File: config.mk
export PLATFORM = sky130hd
export DESIGN_NAME = ulap_palette_loader
export DESIGN_NICKNAME = d
export VERILOG_FILES = /design/src/rtl/ulap_palette_loader_pkg.sv /design/src/rtl/ulap_palette_loader.sv
export SDC_FILE = /design/constraint.sdc
export NUM_CORES = 1
export LEC_CHECK = 0
export BUFFER_PORTS_ARGS = -buffer_cell sky130_fd_sc_hd__buf_2
export CELL_PAD_IN_SITES_DETAIL_PLACEMENT = 1
export CELL_PAD_IN_SITES_GLOBAL_PLACEMENT = 1
export CORE_MARGIN = 4
export CORE_UTILIZATION = 41
export DETAILED_ROUTE_END_ITERATION = 12
export GPL_ROUTABILITY_DRIVEN = 0
export GPL_TIMING_DRIVEN = 0
export PLACE_DENSITY = 0.9
export SYNTH_ARGS = -nofsm -noshare
export SYNTH_HDL_FRONTEND = slang
export SYNTH_SLANG_ARGS = --single-unit
File: constraint.sdc
create_clock -name clk_sys -period 3.7 [get_ports clk_sys]
set_input_delay 0.74 -clock clk_sys [delete_from_list [all_inputs] [get_ports clk_sys]]
set_output_delay 0.74 -clock clk_sys [all_outputs]
set_load 0.1 [all_outputs]
File: src/rtl/ulap_palette_loader_pkg.sv
// Shared types and constants for the ULA+ palette upload sequencer.
package ulap_palette_loader_pkg;

    typedef enum logic [2:0] {
        IDLE,
        REQ,
        FETCH,
        T1,
        T2,
        TW,
        T3
    } ulap_state_e;

    localparam logic [15:0] ULAP_SEL_PORT  = 16'hBF3B;
    localparam logic [15:0] ULAP_DATA_PORT = 16'hFF3B;
    localparam int unsigned ULAP_WRITES    = 130;
    localparam logic [7:0]  ULAP_LAST_WR   = 8'(ULAP_WRITES - 1);

endpackage

File: src/rtl/ulap_palette_loader.sv
// Uploads a 64-entry ULA+ palette plus the mode group as Z80-style I/O writes,
// one select/data port pair per entry.
//
// state | meaning
// IDLE  | waiting for start
// REQ   | bus_req raised, waiting for bus_ack
// FETCH | load io_addr/io_dout for the current write
// T1    | address/data valid, strobes high
// T2    | nIORQ/nWR low
// TW    | wait state, strobes still low
// T3    | strobes high, decide next write / finish / abort
module ulap_palette_loader
    import ulap_palette_loader_pkg::*;
(
    input  logic        clk_sys,
    input  logic        reset_n,
    input  logic        ce,
    input  logic        start,
    input  logic        abort,
    input  logic        cfg_ena,
    input  logic        cfg_mono,
    input  logic [5:0]  cfg_tmx,
    output logic [5:0]  src_addr,
    input  logic [7:0]  src_data,
    output logic        bus_req,
    input  logic        bus_ack,
    output logic [15:0] io_addr,
    output logic [7:0]  io_dout,
    output logic        nIORQ,
    output logic        nWR,
    output logic        busy,
    output logic        done,
    output logic        aborted
);

    logic [1:0]  rst_sync_q;
    logic        rst_int_n;

    ulap_state_e state_q, state_d;
    logic [7:0]  cnt_q, cnt_d;
    logic        abort_q, abort_d;
    logic        ena_q, ena_d;
    logic        mono_q, mono_d;
    logic [5:0]  tmx_q, tmx_d;
    logic [15:0] io_addr_q, io_addr_d;
    logic [7:0]  io_dout_q, io_dout_d;
    logic        done_q, done_d;
    logic        aborted_q, aborted_d;
    logic [7:0]  payload;

    // Assertion is asynchronous, release is retimed to clk_sys.
    always_ff @(posedge clk_sys or negedge reset_n) begin
        if (!reset_n) begin
            rst_sync_q <= 2'b00;
        end else begin
            rst_sync_q <= {rst_sync_q[0], 1'b1};
        end
    end

    assign rst_int_n = rst_sync_q[1];

    always_ff @(posedge clk_sys or negedge rst_int_n) begin
        if (!rst_int_n) begin
            state_q   <= IDLE;
            cnt_q     <= '0;
            abort_q   <= 1'b0;
            ena_q     <= 1'b0;
            mono_q    <= 1'b0;
            tmx_q     <= '0;
            io_addr_q <= '0;
            io_dout_q <= '0;
            done_q    <= 1'b0;
            aborted_q <= 1'b0;
        end else begin
            state_q   <= state_d;
            cnt_q     <= cnt_d;
            abort_q   <= abort_d;
            ena_q     <= ena_d;
            mono_q    <= mono_d;
            tmx_q     <= tmx_d;
            io_addr_q <= io_addr_d;
            io_dout_q <= io_dout_d;
            done_q    <= done_d;
            aborted_q <= aborted_d;
        end
    end

    // Data writes read the entry selected a whole write earlier, so src_data is settled by FETCH.
    always_comb begin
        payload = '0;
        if (cnt_q[7]) begin
            payload = cnt_q[0] ? {6'b0, mono_q, ena_q} : {2'b01, tmx_q};
        end else begin
            payload = cnt_q[0] ? src_data : {2'b00, cnt_q[6:1]};
        end
    end

    always_comb begin
        state_d   = state_q;
        cnt_d     = cnt_q;
        abort_d   = abort_q;
        ena_d     = ena_q;
        mono_d    = mono_q;
        tmx_d     = tmx_q;
        io_addr_d = io_addr_q;
        io_dout_d = io_dout_q;
        done_d    = 1'b0;
        aborted_d = 1'b0;

        if (state_q != IDLE && abort) begin
            abort_d = 1'b1;
        end

        case (state_q)
            IDLE: begin
                if (start) begin
                    state_d = REQ;
                    cnt_d   = '0;
                    abort_d = 1'b0;
                    ena_d   = cfg_ena;
                    mono_d  = cfg_mono;
                    tmx_d   = cfg_tmx;
                end
            end
            REQ: begin
                if (abort_q || abort) begin
                    state_d   = IDLE;
                    abort_d   = 1'b0;
                    aborted_d = 1'b1;
                end else if (ce && bus_ack) begin
                    state_d = FETCH;
                end
            end
            FETCH: begin
                io_addr_d = cnt_q[0] ? ULAP_DATA_PORT : ULAP_SEL_PORT;
                io_dout_d = payload;
                state_d   = T1;
            end
            T1: if (ce) state_d = T2;
            T2: if (ce) state_d = TW;
            TW: if (ce) state_d = T3;
            T3: begin
                if (ce) begin
                    if (abort_q || abort) begin
                        state_d   = IDLE;
                        abort_d   = 1'b0;
                        aborted_d = 1'b1;
                    end else if (cnt_q == ULAP_LAST_WR) begin
                        state_d = IDLE;
                        done_d  = 1'b1;
                    end else begin
                        cnt_d   = cnt_q + 8'd1;
                        state_d = FETCH;
                    end
                end
            end
            default: state_d = IDLE;
        endcase
    end

    assign src_addr = cnt_q[7] ? 6'd63 : cnt_q[6:1];
    assign busy     = (state_q != IDLE);
    assign bus_req  = (state_q != IDLE);
    assign nIORQ    = !(state_q == T2 || state_q == TW);
    assign nWR      = !(state_q == T2 || state_q == TW);
    assign io_addr  = io_addr_q;
    assign io_dout  = io_dout_q;
    assign done     = done_q;
    assign aborted  = aborted_q;

endmodule

==> results of run 1 <==
-- cell families (layout without fill, tap and decap cells) --
family | after synthesis | after routing | share of synthesized area
AOI/OAI and AO/OA | 43 | 43 | 0.155
xor gates and xnor gates | 1 | 1 | 0.00460
adders and majority gates | 2 | 2 | 0.0131
buffers and inverters | 32 | 94 | 0.102
DFF | 34 | 34 | 0.447
muxes | 18 | 18 | 0.115
other | 2 | 4 | 0.00394
and+or+nand+nor | 53 | 53 | 0.160
-- power by group through the flow --
stage                     clock network (mW)  registers [mW]  logic (mW)
after floorplan                            0           0.860       0.601
after global placement                     0           0.555        1.06
after detailed placement                   0           0.563        1.08
after CTS                              0.298           0.556        1.09
after global routing                   0.322           0.573        1.15
final                                  0.292           0.554        1.08
-- path summary, 6_finish.rpt --
| path | slack (ns) | cells after the start | to | start |
|---|---|---|---|---|
| max | 1.16 | 3 | src_addr[1] | cnt_q[7] |
| max reg2reg | 1.78 | 6 | tmx_q[3] | state_q[2] |
| max in group asynchronous | 2.93 | 0 | io_dout[2] | rst_sync_q[1] |
| min | 0.22 | 1 | rst_sync_q[1] | reset_n |
| min reg2reg | 0.32 | 0 | mono_q | rst_sync_q[1] |
| min in group clk_sys | 0.37 | 0 | rst_sync_q[1] | rst_sync_q[0] |
-- worst register-to-register path: stages (launching register included) --
cell	delay, ns
dfrtp_1	0.38
buf_6	0.15
nor2_1	0.24
and3_1	0.19
clkbuf_2	0.19
buf_2	0.27
mux2_2	0.38
-- placed cells by master (no fill, tap or decap), types with 2 or more instances in the layout --
master,count
o211ai_1,2
ha_1,2
o211a_1,2
a311oi_1,2
nor2b_1,5
clkbuf_8,6
nand4_1,2
nand2_1,7
buf_2,58
o21ai_0,7
a21oi_1,16
or3_1,4
nor2_1,14
mux2_2,11
mux4_2,2
clkbuf_1,3
conb_1,4
inv_1,6
and3_1,2
buf_4,16
or2_2,7
nor3_1,2
nand3_1,4
mux2i_1,5
dfrtp_1,33
-- per-stage QoR --
| step | util | hold slack, ns | cells | cell area [um2] | setup slack [ns] |
|---|---|---|---|---|---|
| after detailed placement | 0.509 | 0.346 | 293 | 2250 | 1.49 |
| after CTS | 0.531 | 0.213 | 301 | 2340 | 1.16 |
| after global routing | 0.531 | 0.203 | 301 | 2340 | 1.01 |
| final | 0.531 | 0.220 | 301 | 2340 | 1.16 |
| after global placement | 0.509 | 0.335 | 293 | 2250 | 1.54 |
| after floorplan | - | 0.331 | 187 | 1910 | 1.10 |
-- sequential cells by signal, indices dropped and copies added, names as in the netlist --
name / count
abort_q: 1
aborted: 1
cnt_q: 8
done: 1
ena_q: 1
io_addr: 2
io_dout: 8
mono_q: 1
rst_sync_q: 2
state_q: 3
tmx_q: 6
-- cell type report --
class	instances	area, um2
plain buffers	25	168
clock buffers	6	82.6
clock inverters	2	12.5
fillers	529	2070
inverters	7	26.3
multi-input cells	121	867
flip-flops and latches	34	852
well taps	52	65.1
repair buffers	54	270
-- metal layers --
layer	global-route usage	vias to the layer above	part of all wire
met1	0.235	786	0.42
met5	0	-	0
met4	0.0647	0	0.019
met3	0.0520	8	0.071
li1	-	766	-
met2	0.283	59	0.49
==> out/results.tsv, run 1 <==
metric	value	unit
grtUsageTotal	0.180	
syn_area	0.00190	mm2
firstDrtPassIters	4	
synth_common_cells	34 x dfrtp_1, 16 x a21oi_1, 16 x buf_4	
cp_cell_sequence	clkbuf_1 > or2_2 > buf_2	
critPathLaunchType	register	
clk_path_buf_depth	2	
end_kind	output port	
crit_buf_inv	2	
setup_viol	0	
fp.dieW	76.2	um
fin_crit_sh	0.688	
rsz0062_at_grt	false	
antenna_found_initial	0	
p_int	0.906	mW
rows	24	
wl_per_cell	16.0	um
finClkSkew	0.00610	ns
antenna_left	0	
synth-seq-area-share	0.447	
clockPowerShare	0.151	
ys.flop_type	dfrtp_1	
finalHoldViolCount	0	
crit_required	2.96	ns
synth.distinct_cells	48	
fin_nets	272	
post_cts_buffers	0	
cts_resized	0	
synthCells	185	
cts_tree	built	
port_buffers	54	
core	0.00441	mm2
irDropWorstVdd	0.000357	V
dieArea	0.00580	mm2
clock_latency	0.29	ns
cts_made_buffers	5	
async_flop_share	1.00	
fmax	393	MHz
drt-initial-drc-count	120	
min_path_type	in -> async	
grt_pass1_wl	8.55	mm
diodes	0	
vias	1619	
power.total	1.93	mW
yosysMostFrequentCell	dfrtp_1	
powerDensity	823	mW/mm2
cap_violations	0	
swShare	0.531	
worstSetupPathType	reg -> out	
worst-path-max-fanout	10	
crit_family	buffers and inverters	
synthTopCellsByArea	dfrtp_1 45%, mux2_2 6.5%, buf_4 6.3%, a21oi_1 4.2%, nor2_1 2.8%	
ys_ff_latch	34	
worst_slew_pin_slew	0.707	ns
first_global_vias	1724	
dpl.hpwl	3.60	mm
drc_errors	0	
yosysTopAreaCellShare	0.447	
area_delta_synth_final	23.1	%
outcome	finished clean	
grt_max_degree	33	
slew_headroom	0.528	
numClockSinks	34	
pin_count	58	
postRouteWirelength	4.81	mm
p_leak	1.13	nW
finalCriticalPeriod	2.54	ns
holdBufCountCts	0	
h-tree-depth	2	
start_util	0.431	
ys_warn_count	0	
p_sw	1.02	mW
syn-mean-instance-area	10.3	um2
cp.arrival	1.80	ns
critPathSlowestCell	dfrtp_1	
drive_above_1_share	0.450	
clk_pin_slew	0.07	ns
overflow	0	
yosysTopAreaCell	dfrtp_1	
combPwrFrac	0.562	
die_h	76.2	um
vias_per_cell	5.38	
cts_root_buf	clkbuf_8	
cpPeakStageDelay	0.52	ns
synth_edf_count	0	
finalMaxSlewViolations	0	
fin_tns_setup	0	ns
seq_power_share	0.287	
Note: power is estimated with default switching activity, not from simulation.
==> run 2: changes to the inputs <==
--- a/config.mk
+++ b/config.mk
@@ -9,11 +9,11 @@
 export CELL_PAD_IN_SITES_DETAIL_PLACEMENT = 1
 export CELL_PAD_IN_SITES_GLOBAL_PLACEMENT = 1
 export CORE_MARGIN = 4
-export CORE_UTILIZATION = 41
+export CORE_UTILIZATION = 35
 export DETAILED_ROUTE_END_ITERATION = 12
 export GPL_ROUTABILITY_DRIVEN = 0
 export GPL_TIMING_DRIVEN = 0
-export PLACE_DENSITY = 0.9
+export PLACE_DENSITY = 0.83
 export SYNTH_ARGS = -nofsm -noshare
 export SYNTH_HDL_FRONTEND = slang
 export SYNTH_SLANG_ARGS = --single-unit
==> constraint.sdc (replaced) <==
create_clock -name clk_sys -period 2.3 [get_ports clk_sys]
set_input_delay 0.46 -clock clk_sys [delete_from_list [all_inputs] [get_ports clk_sys]]
set_output_delay 0.46 -clock clk_sys [all_outputs]
set_load 0.1 [all_outputs]
==> run 2 against run 1 <==
Effect of this change: worst hold slack better by 0.098 ns; global-route usage is 3.2 points lower; non-clock buffer count stayed put; die area is 15% higher; cell count is 5.3% higher; wire length is 4.2% lower; worst setup slack worse by 1.0 ns; largest cell class unchanged.
==> out/results.tsv, run 2 (same netlist as run 1, synthesis figures left out) <==
metric	value	unit	change
fillerInstances	630		was 529
postPlaceCellArea	0.00227	mm2	was 0.00225 mm2
grt_use_met2	0.251		was 0.283
end_kind	output port		unchanged
use_met1	0.175		was 0.235
rsz0062_at_grt	false		unchanged
fin_nets	272		unchanged
busiest_layer	met2		unchanged
cp.arrival	1.70	ns	was 1.80 ns
port_buffers	54		unchanged
finClkSkew	0.00687	ns	was 0.00610 ns
irDropWorstVdd	0.000624	V	was 0.000357 V
grt_use_met3	0.0362		was 0.0520
drc_errors	0		unchanged
post_cts_buffers	0		unchanged
multi_input_area	870	um2	was 867 um2
fin_tns_setup	0	ns	unchanged
start_util	0.366		was 0.431
finalHoldViolCount	0		unchanged
area_delta_synth_final	24.0	%	was 23.1%
diodes	0		unchanged
wl_per_cell	14.5	um	was 16.0 um
dieArea	0.00668	mm2	was 0.00580 mm2
vias	1584		was 1619
firstDrtPassIters	4		unchanged
drt-initial-drc-count	59		was 120
final_core_util	0.454		was 0.531
min_path_type	reg -> async		was in -> async
clk_pin_slew	0.07	ns	about the same
final_cell_mix	58 x buf_2, 33 x dfrtp_1, 16 x a21oi_1, 16 x buf_4, 14 x nor2_1		unchanged
cap_violations	0		unchanged
core	0.00520	mm2	was 0.00441 mm2
stdcell_area	0.00236	mm2	was 0.00234 mm2
crit_required	1.84	ns	was 2.96 ns
vias_per_cell	5.00		was 5.38
p_leak	1.13	nW	about the same
antenna_found_initial	0		unchanged
fin_crit_sh	0.938		
slew_headroom	0.529		was 0.528
pin_count	58		unchanged
pre_cts_ws	0.339	ns	was 1.49 ns
h-tree-depth	2		unchanged
clock_latency	0.28	ns	was 0.29 ns
finalMaxSlewViolations	0		unchanged
fin_ws	0.144	ns	was 1.16 ns
drive_above_1_share	0.449		was 0.450
cts_root_buf	clkbuf_8		unchanged
critPathLaunchType	register		unchanged
postRouteWirelength	4.61	mm	was 4.81 mm
dpl.hpwl	3.54	mm	was 3.60 mm
grt_max_degree	33		unchanged
worstSetupPathType	reg -> out		unchanged
cts_tree	built		unchanged
cts_resized	0		unchanged
antenna_left	0		unchanged
fp.dieW	81.8	um	was 76.2 um
die_h	81.8	um	was 76.2 um
worst_slew_pin_slew	0.707	ns	about the same
fmax	464	MHz	
grtUsageTotal	0.148		was 0.180
overflow	0		unchanged
clk_path_buf_depth	2		unchanged
cts_made_buffers	5		unchanged
outcome	finished clean		unchanged
register_area	852	um2	unchanged
worst-path-max-fanout	10		unchanged
first_global_vias	1612		was 1724
numClockSinks	34		unchanged
finalCriticalPeriod	2.16	ns	
setup_viol	0		unchanged
r2r_setup_slack	0.34	ns	was 1.78 ns
grt_pass1_wl	7.52	mm	was 8.55 mm
powerDensity	1290	mW/mm2	was 823 mW/mm2
final_common_cell	buf_2		unchanged
hold_ws	0.317	ns	was 0.220 ns
rows	26		was 24
==> run 2: report_power, final <==
part	total (mW)	internal, mW	switching, mW
combinational	1.74	0.438	1.30
clock	0.428	0.231	0.197
sequential	0.887	0.781	0.105
==> run 2: final timing paths <==
path                                  to  cells after the start           from
max reg2reg                     tmx_q[0]                      6     state_q[2]
max                                  nWR                      5     state_q[1]
min in group clk_sys       rst_sync_q[1]                      0  rst_sync_q[0]
min                             tmx_q[1]                      0  rst_sync_q[1]
min reg2reg                     tmx_q[1]                      0  rst_sync_q[1]
max in group asynchronous     io_dout[7]                      0  rst_sync_q[1]
==> run 2: what timing repair did <==
item	4_1_cts	5_1_grt
endpoints found under the hold margin	2	0
setup endpoints to repair	0	6
hold buffers	1	0
==> run 2: layer usage <==
layer	vias to the layer above	routed length [um]	part of all wire
met5	-	0	0
met1	767	1940	0.42
met4	0	87	0.019
met3	8	356	0.077
li1	764	-	-
met2	45	2220	0.48
==> run 2: per-stage QoR <==
| step | power (mW) | std cells |
|---|---|---|
| after floorplan | 2.35 | 187 |
| after global placement | 2.61 | 311 |
| after detailed placement | 2.65 | 311 |
| after CTS | 3.09 | 318 |
| after global routing | 3.23 | 317 |
| final | 3.05 | 317 |
==> run 2: critical path: stages (launching register included) <==
cell,delay [ns]
dfrtp_1,0.42
buf_2,0.24
inv_1,0.14
nand2_2,0.10
buf_4,0.10
buf_2,0.41
==> run 2: cell type report <==
| cell class | count | area share |
|---|---|---|
| Multi-Input combinational cell | 121 | 0.368 |
| Timing Repair Buffer | 55 | 0.119 |
| Clock buffer | 6 | 0.0350 |
| Tap cell | 70 | 0.0371 |
| Sequential cell | 34 | 0.361 |
| Inverter | 7 | 0.0111 |
| Buffer | 24 | 0.0694 |
==> run 3: changes to the inputs <==
--- a/config.mk
+++ b/config.mk
@@ -14,6 +14,7 @@
 export GPL_ROUTABILITY_DRIVEN = 0
 export GPL_TIMING_DRIVEN = 0
 export PLACE_DENSITY = 0.83
+export RECOVER_POWER = 100
 export SYNTH_ARGS = -nofsm -noshare
 export SYNTH_HDL_FRONTEND = slang
 export SYNTH_SLANG_ARGS = --single-unit
==> run 3 against run 2 <==
Effect of this change: combinational power about the same; global-route usage unchanged; clock power about the same; sequential power about the same; clock skew increased by 0.0018 ns; cell count unchanged; sequential share of layout area increased by 0.24 points; worst setup slack got worse by 0.0074 ns; flip-flop and latch count unchanged; worst hold slack improved by 0.043 ns; wire length increased by 1.1%; clock-buffer cell count unchanged; largest cell class unchanged.
==> out/results.tsv, run 3 (same netlist as run 1, synthesis figures left out) <==
metric	value	unit	change
outcome	finished clean		unchanged
wl_per_cell	14.7	um	was 14.5 um
drt-initial-drc-count	38		was 59
fin_cells	317		unchanged
multi_input_area	870	um2	unchanged
overflow	0		unchanged
final_core_util	0.450		was 0.454
rr_endpoint	tmx_q[0]		unchanged
final_common_cell	dfrtp_1		was buf_2
worst-path-max-fanout	10		unchanged
hold_ws	0.361	ns	was 0.317 ns
vias_per_cell	4.98		was 5.00
cap_violations	0		unchanged
fin_nets	272		unchanged
worstSetupPathType	reg -> out		unchanged
finalHoldViolCount	0		unchanged
antenna_left	0		unchanged
dpl.hpwl	3.54	mm	unchanged
h-tree-depth	2		unchanged
finalCriticalPeriod	2.16	ns	about the same
powerDensity	1290	mW/mm2	about the same
min-delay-start	rst_sync_q[0]		
core	0.00520	mm2	unchanged
power.total	3.03	mW	was 3.05 mW
grt_max_degree	33		unchanged
clk_pin_slew	0.07	ns	about the same
cts_tree	built		unchanged
postPlaceCellArea	0.00227	mm2	unchanged
drive_above_1_share	0.389		was 0.449
postRouteWirelength	4.66	mm	was 4.61 mm
grtUsageTotal	0.148		unchanged
diodes	0		unchanged
pre_cts_ws	0.339	ns	unchanged
numClockSinks	34		unchanged
cts_made_buffers	5		unchanged
cpMostUsedCell	buf_2		unchanged
irDropWorstVdd	0.000625	V	was 0.000624 V
rsz0062_at_grt	false		unchanged
dieArea	0.00668	mm2	unchanged
end_kind	output port		unchanged
die_h	81.8	um	unchanged
setup_viol	0		unchanged
finalMaxSlewViolations	0		unchanged
register_area	851	um2	was 852 um2
cts_root_buf	clkbuf_8		unchanged
final_cell_mix	34 x dfrtp_1, 24 x buf_2, 21 x clkbuf_2		was 58 x buf_2, 33 x dfrtp_1, 16 x a21oi_1, 16 x buf_4, 14 x nor2_1
cts_resized	0		unchanged
min_path_type	reg -> reg		was reg -> async
hold-path-cell-count	0		
vias	1580		was 1584
critPathSlowestCell	dfrtp_1		unchanged
clk_path_buf_depth	2		unchanged
grt_pass1_wl	7.52	mm	unchanged
dp.cells	311		unchanged
fin_ws	0.136	ns	was 0.144 ns
timing.rr.start	state_q[2]		unchanged
firstDrtPassIters	4		unchanged
hold-path-endpoint	rst_sync_q[1]		
fmax	462	MHz	was 464 MHz
p_leak	1.10	nW	was 1.13 nW
r2r_cells	6		unchanged
slew_headroom	0.125		was 0.529
cp.arrival	1.70	ns	about the same
cp_cell_sequence	buf_2 > inv_1 > nand2_2 > buf_4 > buf_2		unchanged
drc_errors	0		unchanged
crit_required	1.84	ns	about the same
worst_slew_pin_slew	1.31	ns	was 0.707 ns
start_util	0.366		unchanged
clock_latency	0.28	ns	about the same
critPathLaunchType	register		unchanged
antenna_found_initial	0		unchanged
port_buffers	54		unchanged
pin_count	58		unchanged
first_global_vias	1612		unchanged
cpPeakStageDelay	0.42	ns	about the same
worstSetupStartpoint	state_q[1]		unchanged
rows	26		unchanged
r2r_setup_slack	0.22	ns	was 0.34 ns
fin_tns_setup	0	ns	unchanged
area_delta_synth_final	23.1	%	was 24.0%
stdcell_area	0.00234	mm2	was 0.00236 mm2
fin_crit_sh	0.941		was 0.938
fp.dieW	81.8	um	unchanged
finClkSkew	0.00871	ns	was 0.00687 ns
fillerInstances	635		was 630
[run 3: cell count changes in the layout (fill, tap and decap cells not counted)]
cell	delta
clkbuf_1	+14
dfrtp_2	-1
dfrtp_1	+1
buf_2	-34
clkbuf_2	+20
[run 3: cell type report]
class / count / share of cell area
repair buffers: 55 / 0.113
flip-flops and latches: 34 / 0.363
plain buffers: 24 / 0.0689
well taps: 70 / 0.0374
inverters: 7 / 0.0112
multi-input cells: 121 / 0.371
clock buffers: 6 / 0.0352
[run 3: timing repair]
action,in CTS,in global routing
setup endpoints to repair,0,6
setup buffers,0,0
endpoints found under the hold margin,2,0
hold buffers,1,0
[run 3: worst max-delay path, delay by kind of cell (launching register included)]
family,cells,cell delay [ns]
flops,1,0.42
simple gates,1,0.11
buf+inv,4,0.90
[run 3: worst max path at each step]
| stage | slack, ns | cells after the start | to |
|---|---|---|---|
| CTS | 0.02 | 3 | src_addr[5] |
| global route | 0.04 | 5 | nWR |
| finish | 0.14 | 5 | nWR |
| floorplan | 0.1 | 4 | busy |
| detailed placement | 0.34 | 3 | src_addr[5] |
| global placement | 0.38 | 3 | src_addr[0] |
[run 3: routing by layer]
metal | routed length [um] | vias to the layer above | GRT usage
met1 | 2000 | 760 | 0.175
met3 | 348 | 8 | 0.0362
li1 | - | 765 | -
met2 | 2230 | 47 | 0.251
met5 | 0 | - | 0
met4 | 87 | 0 | 0.0664
[run 3: power breakdown]
part	switching, mW	total [mW]	internal (mW)
clock network	0.199	0.430	0.231
logic	1.30	1.72	0.413
registers	0.108	0.890	0.781
total	1.61	3.03	1.42
